--- src/rtl/icache_pkg.sv ---
// Shared types and width helpers for the direct-mapped instruction cache.
package icache_pkg;

    typedef enum logic {
        IDLE,
        FILL
    } state_e;

    localparam logic [31:0] NOP_DEFAULT = 32'h20000000;

    function automatic int idx_w(input int lines);
        return $clog2(lines);
    endfunction

    // Word-addressed cache: two byte-offset bits sit below the index.
    function automatic int tag_w(input int addr_w, input int lines);
        return addr_w - $clog2(lines) - 2;
    endfunction

endpackage

--- src/rtl/icache_store.sv ---
// Line array for icache_dm: data/tag storage plus resettable valid vector.
module icache_store
    import icache_pkg::*;
#(
    parameter int LINES = 8,
    parameter int IDX_W = 3,
    parameter int TAG_W = 3
) (
    input  logic             clk,
    input  logic             rst_n,
    input  logic [IDX_W-1:0] rd_idx_i,
    input  logic             we_i,
    input  logic [IDX_W-1:0] wr_idx_i,
    input  logic [TAG_W-1:0] wr_tag_i,
    input  logic [31:0]      wr_data_i,
    input  logic             wr_valid_i,
    input  logic             flush_i,
    output logic [31:0]      rd_data_o,
    output logic [TAG_W-1:0] rd_tag_o,
    output logic             rd_valid_o
);

    logic [31:0]      data_q [LINES];
    logic [TAG_W-1:0] tag_q  [LINES];
    logic [LINES-1:0] valid_q;
    logic [LINES-1:0] valid_d;

    always_ff @(posedge clk) begin
        if (we_i) begin
            data_q[wr_idx_i] <= wr_data_i;
            tag_q[wr_idx_i]  <= wr_tag_i;
        end
    end

    // A write on the flush edge lands after the clear, carrying its own valid.
    always_comb begin
        valid_d = valid_q;
        if (flush_i) begin
            valid_d = '0;
        end
        if (we_i) begin
            valid_d[wr_idx_i] = wr_valid_i;
        end
    end

    always_ff @(posedge clk) begin
        if (!rst_n) begin
            valid_q <= '0;
        end else begin
            valid_q <= valid_d;
        end
    end

    assign rd_data_o  = data_q[rd_idx_i];
    assign rd_tag_o   = tag_q[rd_idx_i];
    assign rd_valid_o = valid_q[rd_idx_i];

endmodule

--- src/rtl/icache_dm.sv ---
// Direct-mapped instruction cache with refill handshake and flush.
// Define ICACHE_STATS_EN to add saturating hit/miss counters.
module icache_dm
    import icache_pkg::*;
#(
    parameter int          ADDR_W    = 8,
    parameter int          LINES     = 8,
    parameter logic [31:0] NOP_INSTR = NOP_DEFAULT
) (
    input  logic              clk,
    input  logic              rst_n,
    input  logic              req_valid,
    input  logic [ADDR_W-1:0] req_addr,
    input  logic              flush,
    output logic [31:0]       instr,
    output logic              instr_valid,
    output logic              stall,
    output logic              mem_req,
    output logic [ADDR_W-1:0] mem_addr,
    input  logic              mem_ack,
    input  logic [31:0]       mem_data
`ifdef ICACHE_STATS_EN
    ,
    output logic [31:0]       hit_cnt,
    output logic [31:0]       miss_cnt
`endif
);

    localparam int IDX_W = idx_w(LINES);
    localparam int TAG_W = tag_w(ADDR_W, LINES);

    if (ADDR_W < IDX_W + 3) begin : g_bad_addr_w
        $error("icache_dm: ADDR_W too small for LINES");
    end
    if (LINES < 2 || (1 << IDX_W) != LINES) begin : g_bad_lines
        $error("icache_dm: LINES must be a power of two >= 2");
    end

    state_e            state_q, state_d;
    logic [31:0]       instr_q, instr_d;
    logic              instr_valid_q, instr_valid_d;
    logic              stall_q, stall_d;
    logic              mem_req_q, mem_req_d;
    logic [ADDR_W-1:0] mem_addr_q, mem_addr_d;
    logic [TAG_W-1:0]  req_tag_q, req_tag_d;
    logic [IDX_W-1:0]  req_idx_q, req_idx_d;
    logic              flushed_q, flushed_d;

    logic [IDX_W-1:0]  req_idx;
    logic [TAG_W-1:0]  req_tag;
    logic [31:0]       rd_data;
    logic [TAG_W-1:0]  rd_tag;
    logic              rd_valid;
    logic              lookup;
    logic              hit;
    logic              we;
    logic              wr_valid;
    logic              unused_addr_bits;

    assign req_idx          = req_addr[IDX_W+1:2];
    assign req_tag          = req_addr[ADDR_W-1:IDX_W+2];
    assign unused_addr_bits = ^req_addr[1:0];

    icache_store #(
        .LINES (LINES),
        .IDX_W (IDX_W),
        .TAG_W (TAG_W)
    ) u_store (
        .clk        (clk),
        .rst_n      (rst_n),
        .rd_idx_i   (req_idx),
        .we_i       (we),
        .wr_idx_i   (req_idx_q),
        .wr_tag_i   (req_tag_q),
        .wr_data_i  (mem_data),
        .wr_valid_i (wr_valid),
        .flush_i    (flush),
        .rd_data_o  (rd_data),
        .rd_tag_o   (rd_tag),
        .rd_valid_o (rd_valid)
    );

    assign lookup = (state_q == IDLE) && req_valid;
    assign hit    = lookup && rd_valid && (rd_tag == req_tag);

    always_comb begin
        state_d       = state_q;
        instr_d       = NOP_INSTR;
        instr_valid_d = 1'b0;
        stall_d       = stall_q;
        mem_req_d     = mem_req_q;
        mem_addr_d    = mem_addr_q;
        req_tag_d     = req_tag_q;
        req_idx_d     = req_idx_q;
        flushed_d     = flushed_q;
        we            = 1'b0;
        wr_valid      = 1'b0;
        unique case (state_q)
            IDLE: begin
                stall_d   = 1'b0;
                mem_req_d = 1'b0;
                flushed_d = 1'b0;
                if (hit) begin
                    instr_d       = rd_data;
                    instr_valid_d = 1'b1;
                end else if (lookup) begin
                    state_d    = FILL;
                    stall_d    = 1'b1;
                    mem_req_d  = 1'b1;
                    mem_addr_d = {req_addr[ADDR_W-1:2], 2'b00};
                    req_tag_d  = req_tag;
                    req_idx_d  = req_idx;
                end
            end
            FILL: begin
                if (flush) begin
                    flushed_d = 1'b1;
                end
                // A flush seen at any point of the refill leaves the line invalid.
                if (mem_ack) begin
                    we            = 1'b1;
                    wr_valid      = !(flushed_q || flush);
                    instr_d       = mem_data;
                    instr_valid_d = 1'b1;
                    stall_d       = 1'b0;
                    mem_req_d     = 1'b0;
                    flushed_d     = 1'b0;
                    state_d       = IDLE;
                end
            end
            default: state_d = IDLE;
        endcase
    end

    always_ff @(posedge clk) begin
        if (!rst_n) begin
            state_q       <= IDLE;
            instr_q       <= NOP_INSTR;
            instr_valid_q <= 1'b0;
            stall_q       <= 1'b0;
            mem_req_q     <= 1'b0;
            mem_addr_q    <= '0;
            req_tag_q     <= '0;
            req_idx_q     <= '0;
            flushed_q     <= 1'b0;
        end else begin
            state_q       <= state_d;
            instr_q       <= instr_d;
            instr_valid_q <= instr_valid_d;
            stall_q       <= stall_d;
            mem_req_q     <= mem_req_d;
            mem_addr_q    <= mem_addr_d;
            req_tag_q     <= req_tag_d;
            req_idx_q     <= req_idx_d;
            flushed_q     <= flushed_d;
        end
    end

    assign instr       = instr_q;
    assign instr_valid = instr_valid_q;
    assign stall       = stall_q;
    assign mem_req     = mem_req_q;
    assign mem_addr    = mem_addr_q;

`ifdef ICACHE_STATS_EN
    logic [31:0] hit_cnt_q, hit_cnt_d;
    logic [31:0] miss_cnt_q, miss_cnt_d;

    always_comb begin
        hit_cnt_d  = hit_cnt_q;
        miss_cnt_d = miss_cnt_q;
        if (hit && hit_cnt_q != 32'hFFFFFFFF) begin
            hit_cnt_d = hit_cnt_q + 32'd1;
        end
        if (lookup && !hit && miss_cnt_q != 32'hFFFFFFFF) begin
            miss_cnt_d = miss_cnt_q + 32'd1;
        end
    end

    always_ff @(posedge clk) begin
        if (!rst_n) begin
            hit_cnt_q  <= '0;
            miss_cnt_q <= '0;
        end else begin
            hit_cnt_q  <= hit_cnt_d;
            miss_cnt_q <= miss_cnt_d;
        end
    end

    assign hit_cnt  = hit_cnt_q;
    assign miss_cnt = miss_cnt_q;
`endif

endmodule

--- config.mk ---
export PLATFORM = sky130hd
export DESIGN_NAME = icache_dm
export DESIGN_NICKNAME = d
export VERILOG_FILES = /design/src/rtl/icache_pkg.sv /design/src/rtl/icache_store.sv /design/src/rtl/icache_dm.sv
export SDC_FILE = /design/constraint.sdc
export NUM_CORES = 1
export LEC_CHECK = 0
export CAP_MARGIN = 15
export CORE_UTILIZATION = 58
export DETAILED_ROUTE_END_ITERATION = 6
export GPL_TIMING_DRIVEN = 0
export PLACE_DENSITY = 0.86
export SLEW_MARGIN = 40
export SYNTH_ARGS = -nofsm -noshare
export SYNTH_HDL_FRONTEND = slang
export SYNTH_SLANG_ARGS = --single-unit
--- constraint.sdc ---
create_clock -name clk -period 5.7 [get_ports clk]
set_input_delay 1.14 -clock clk [delete_from_list [all_inputs] [get_ports clk]]
set_output_delay 1.14 -clock clk [all_outputs]
set_load 0.02 [all_outputs]
==> results.cfg <==
[clock_tree]
clk_pin_slew_ns = 0.05
post-cts-setup-buffers = 0
clkSinkCount = 330
cts-root-buf = clkbuf_16
cts_tree = built
cts-resized-gates = 0
cts_buffers = 34
clock_latency_ns = 0.52
h-tree-depth = 2
clockBufferDepth = 3
cts_hold_buffers = 0

[global_route]
grt_max_degree = 16
gr-usage-met3 = 0.0543
busiest_layer = met2
grt.total_usage = 0.270
antenna_found_initial = 0
grt_pass1_vias = 7289
grt_pass1_wl_um = 43300
gr-total-overflow = 0
grt_use_met1 = 0.350
grt_use_met2 = 0.454

[timing]
fmax_ghz = 0.285
timing_hold_violations_final = 0
slew_headroom = 0.436
setup_viol = 0
worst_pin_slew_ns = 0.846
rsz0062_at_grt = false
fin_ws_ns = 2.19
final_max_slew_viol_count = 0
tns_ns = 0
period_share = 0.615
whs_ns = 0.515
finClkSkew_ns = 0.0216
min_period_ns = 3.51

[critical_path]
worstSetupStartpointType = input pin
timing.rr.end = u_store.data_q[1][3]$_DFFE_PP_
worst_ep_required_time_ns = 6.07
worstPathArrival_ns = 3.88
cp-end-kind = flop
crit_path_end = instr[29]$_SDFF_PN1_
r2r_cells = 7
slowest_stage = clkdlybuf4s50_1
cpPeakStageDelay_ns = 0.60
worstSetupPathType = in -> reg
critPathMaxFanout = 10
rr_startpoint = state_q$_SDFF_PN0_
crit_start = req_addr[2]
cp_cell_sequence = clkdlybuf4s50_1 -> buf_6 -> mux4_2 -> mux2i_1 -> xor2_1 -> o211ai_2 -> buf_6 -> o32ai_1 -> nand2_1
crit_top_cell = buf_6
r2r_slack_ns = 3.00

[cells_and_area]
fillCellCount = 1204
utilization = 0.727
nNetsFinal = 860
num_antenna_cells = 0
area_growth_pct = 21.5
layout-drive-gt1-share = 0.254

[routing]
wire_per_inst_um = 25.9
drtIter0Drc = 655
routed_via_density = 6.18
antenna_left = 0
drc = 0
dr_total_vias = 6902
dr.pass1.iters = 5
wl_um = 28900

[run]
drv_cap = 0

[pwr]
power-per-cell-area_nw_per_um2 = 335
power_frac_seq = 0.513
switchingPower_w = 0.00107
power_frac_clock = 0.427
p_comb_frac = 0.060
leakagePower_nw = 5.26
internal_power_w = 0.00410
total_power_w = 0.00518
peakVddDrop_mv = 0.182
p_sw_frac = 0.207

[die]
chipWidth_um = 150
start_util = 0.599
rows = 53
die-area_um2 = 22500
die_height_um = 150
fp.coreArea_um2 = 21200
pin_count = 88

[yosys]
ys_top_cells_by_area = edfxtp_1 (66%), mux4_2 (12%), dfxtp_1 (7.9%), mux2i_1 (4.0%), o31ai_2 (2.0%)
synth-edff-count = 280
synth-seq-area-share = 0.740
async_flop_share = 0
synth.distinct_cells = 37
synth.top_cell.area_share = 0.662
synth_cells = 650
syn_area_per_cell_um2 = 19.5
ys.flop_type = edfxtp_1
netlist_area_um2 = 12700
yosys_register_bits = 330
yosysTopAreaCell = edfxtp_1
ys_warn_count = 0

[placed_design]
dp_hpwl_um = 18200
port_buffers = 82
dp_slack_ns = 1.72
gp_congestion = 0.732

[hold_path]
hold_path_class = reg -> reg

[run_status]
outcome = completed
-- sequential cells by signal, summed over array words and instances (netlist names) --
signal,cells
u_store.data_q,256
instr,32
u_store.tag_q,24
u_store.valid_q,8
req_tag_q,3
req_idx_q,2
flushed_q,1
instr_valid,1
mem_addr,1
mem_req,1
state_q,1
-- layer usage --
layer / part of all wire / routed length (um) / vias to the layer above
met4: 0.032 / 929 / 0
met5: 0 / 0 / -
met1: 0.38 / 10900 / 3526
met3: 0.081 / 2360 / 77
li1: - / - / 2913
met2: 0.51 / 14700 / 386
-- worst min path at each step --
| stage | from | end | slack [ns] | depth (start not counted) |
|---|---|---|---|---|
| floorplan | u_store.valid_q[1]$_SDFF_PN0_ | u_store.valid_q[1]$_SDFF_PN0_ | 0.45 | 2 |
| global placement | u_store.valid_q[1]$_SDFF_PN0_ | u_store.valid_q[1]$_SDFF_PN0_ | 0.45 | 2 |
| detailed placement | u_store.valid_q[0]$_SDFF_PN0_ | u_store.valid_q[0]$_SDFF_PN0_ | 0.50 | 2 |
| CTS | u_store.valid_q[0]$_SDFF_PN0_ | u_store.valid_q[0]$_SDFF_PN0_ | 0.51 | 2 |
| global route | flushed_q$_SDFFE_PN0P_ | flushed_q$_SDFFE_PN0P_ | 0.53 | 1 |
| finish | flushed_q$_SDFFE_PN0P_ | flushed_q$_SDFFE_PN0P_ | 0.51 | 1 |
-- final cells by class --
cell class,instances,area [um^2],share of cell area
inverter,1,3.75,0.000243
tap,275,344,0.0223
timing repair buffer,128,1200,0.0775
clock inverter,12,110,0.00713
buffer,41,218,0.0141
multi-input combinational,279,3140,0.203
sequential,330,9410,0.610
clock buffer,50,1010,0.0657
-- placed cells by master, fill, tap and decap left out, types with 11 or more instances in the layout --
cell / n
mux4_2: 67
dfxtp_1: 50
o31ai_2: 20
and2_1: 34
buf_4: 23
clkdlybuf4s50_1: 82
nand2_1: 49
o31ai_1: 11
buf_2: 30
edfxtp_1: 280
clkbuf_16: 37
clkbuf_1: 28
mux2i_1: 51
-- logic make-up after synthesis --
family | share of synthesized area
AOI/OAI and AO/OA | 0.0338
xor gates and xnor gates | 0.00138
other | 0.000295
and+or+nand+nor | 0.0419
buffers and inverters | 0.0173
DFF | 0.740
muxes | 0.165
-- power by group through the flow --
stage / clock network, W / logic, W / registers [W]
after detailed placement: 0 / 0.000304 / 0.00271
after CTS: 0.00223 / 0.000309 / 0.00266
after global placement: 0 / 0.000283 / 0.00271
final: 0.00221 / 0.000309 / 0.00266
after floorplan: 0 / 0.000158 / 0.00272
after global routing: 0.00232 / 0.000327 / 0.00266
-- synth_stat cells (2+ instances only) --
cell,n
nor2b_1,4
nand2_1,49
edfxtp_1,280
and2_1,34
buf_2,11
nor2_1,11
o31ai_1,11
buf_6,5
dfxtp_1,50
clkbuf_1,20
mux4_1,2
buf_4,3
o31ai_2,20
mux4_2,67
nor3_1,4
mux2i_1,51
nand2b_1,4
a21oi_1,2
buf_1,2
o21a_1,3
-- worst max-delay path, delay by kind of cell --
| kind | cells | cell delay, ns |
|---|---|---|
| xor gates and xnor gates | 1 | 0.22 |
| muxes | 2 | 0.68 |
| and+or+nand+nor | 1 | 0.10 |
| buffers and inverters | 3 | 1.08 |
| AOI/OAI and AO/OA | 2 | 0.64 |
-- through the flow --
stage | instance area [um^2] | instances
finish | 15400 | 1116
global route | 15400 | 1116
CTS | 15400 | 1115
detailed placement | 14300 | 1053
global placement | 13900 | 1008
floorplan | 12700 | 651
Power figures use the tool's default switching activity.
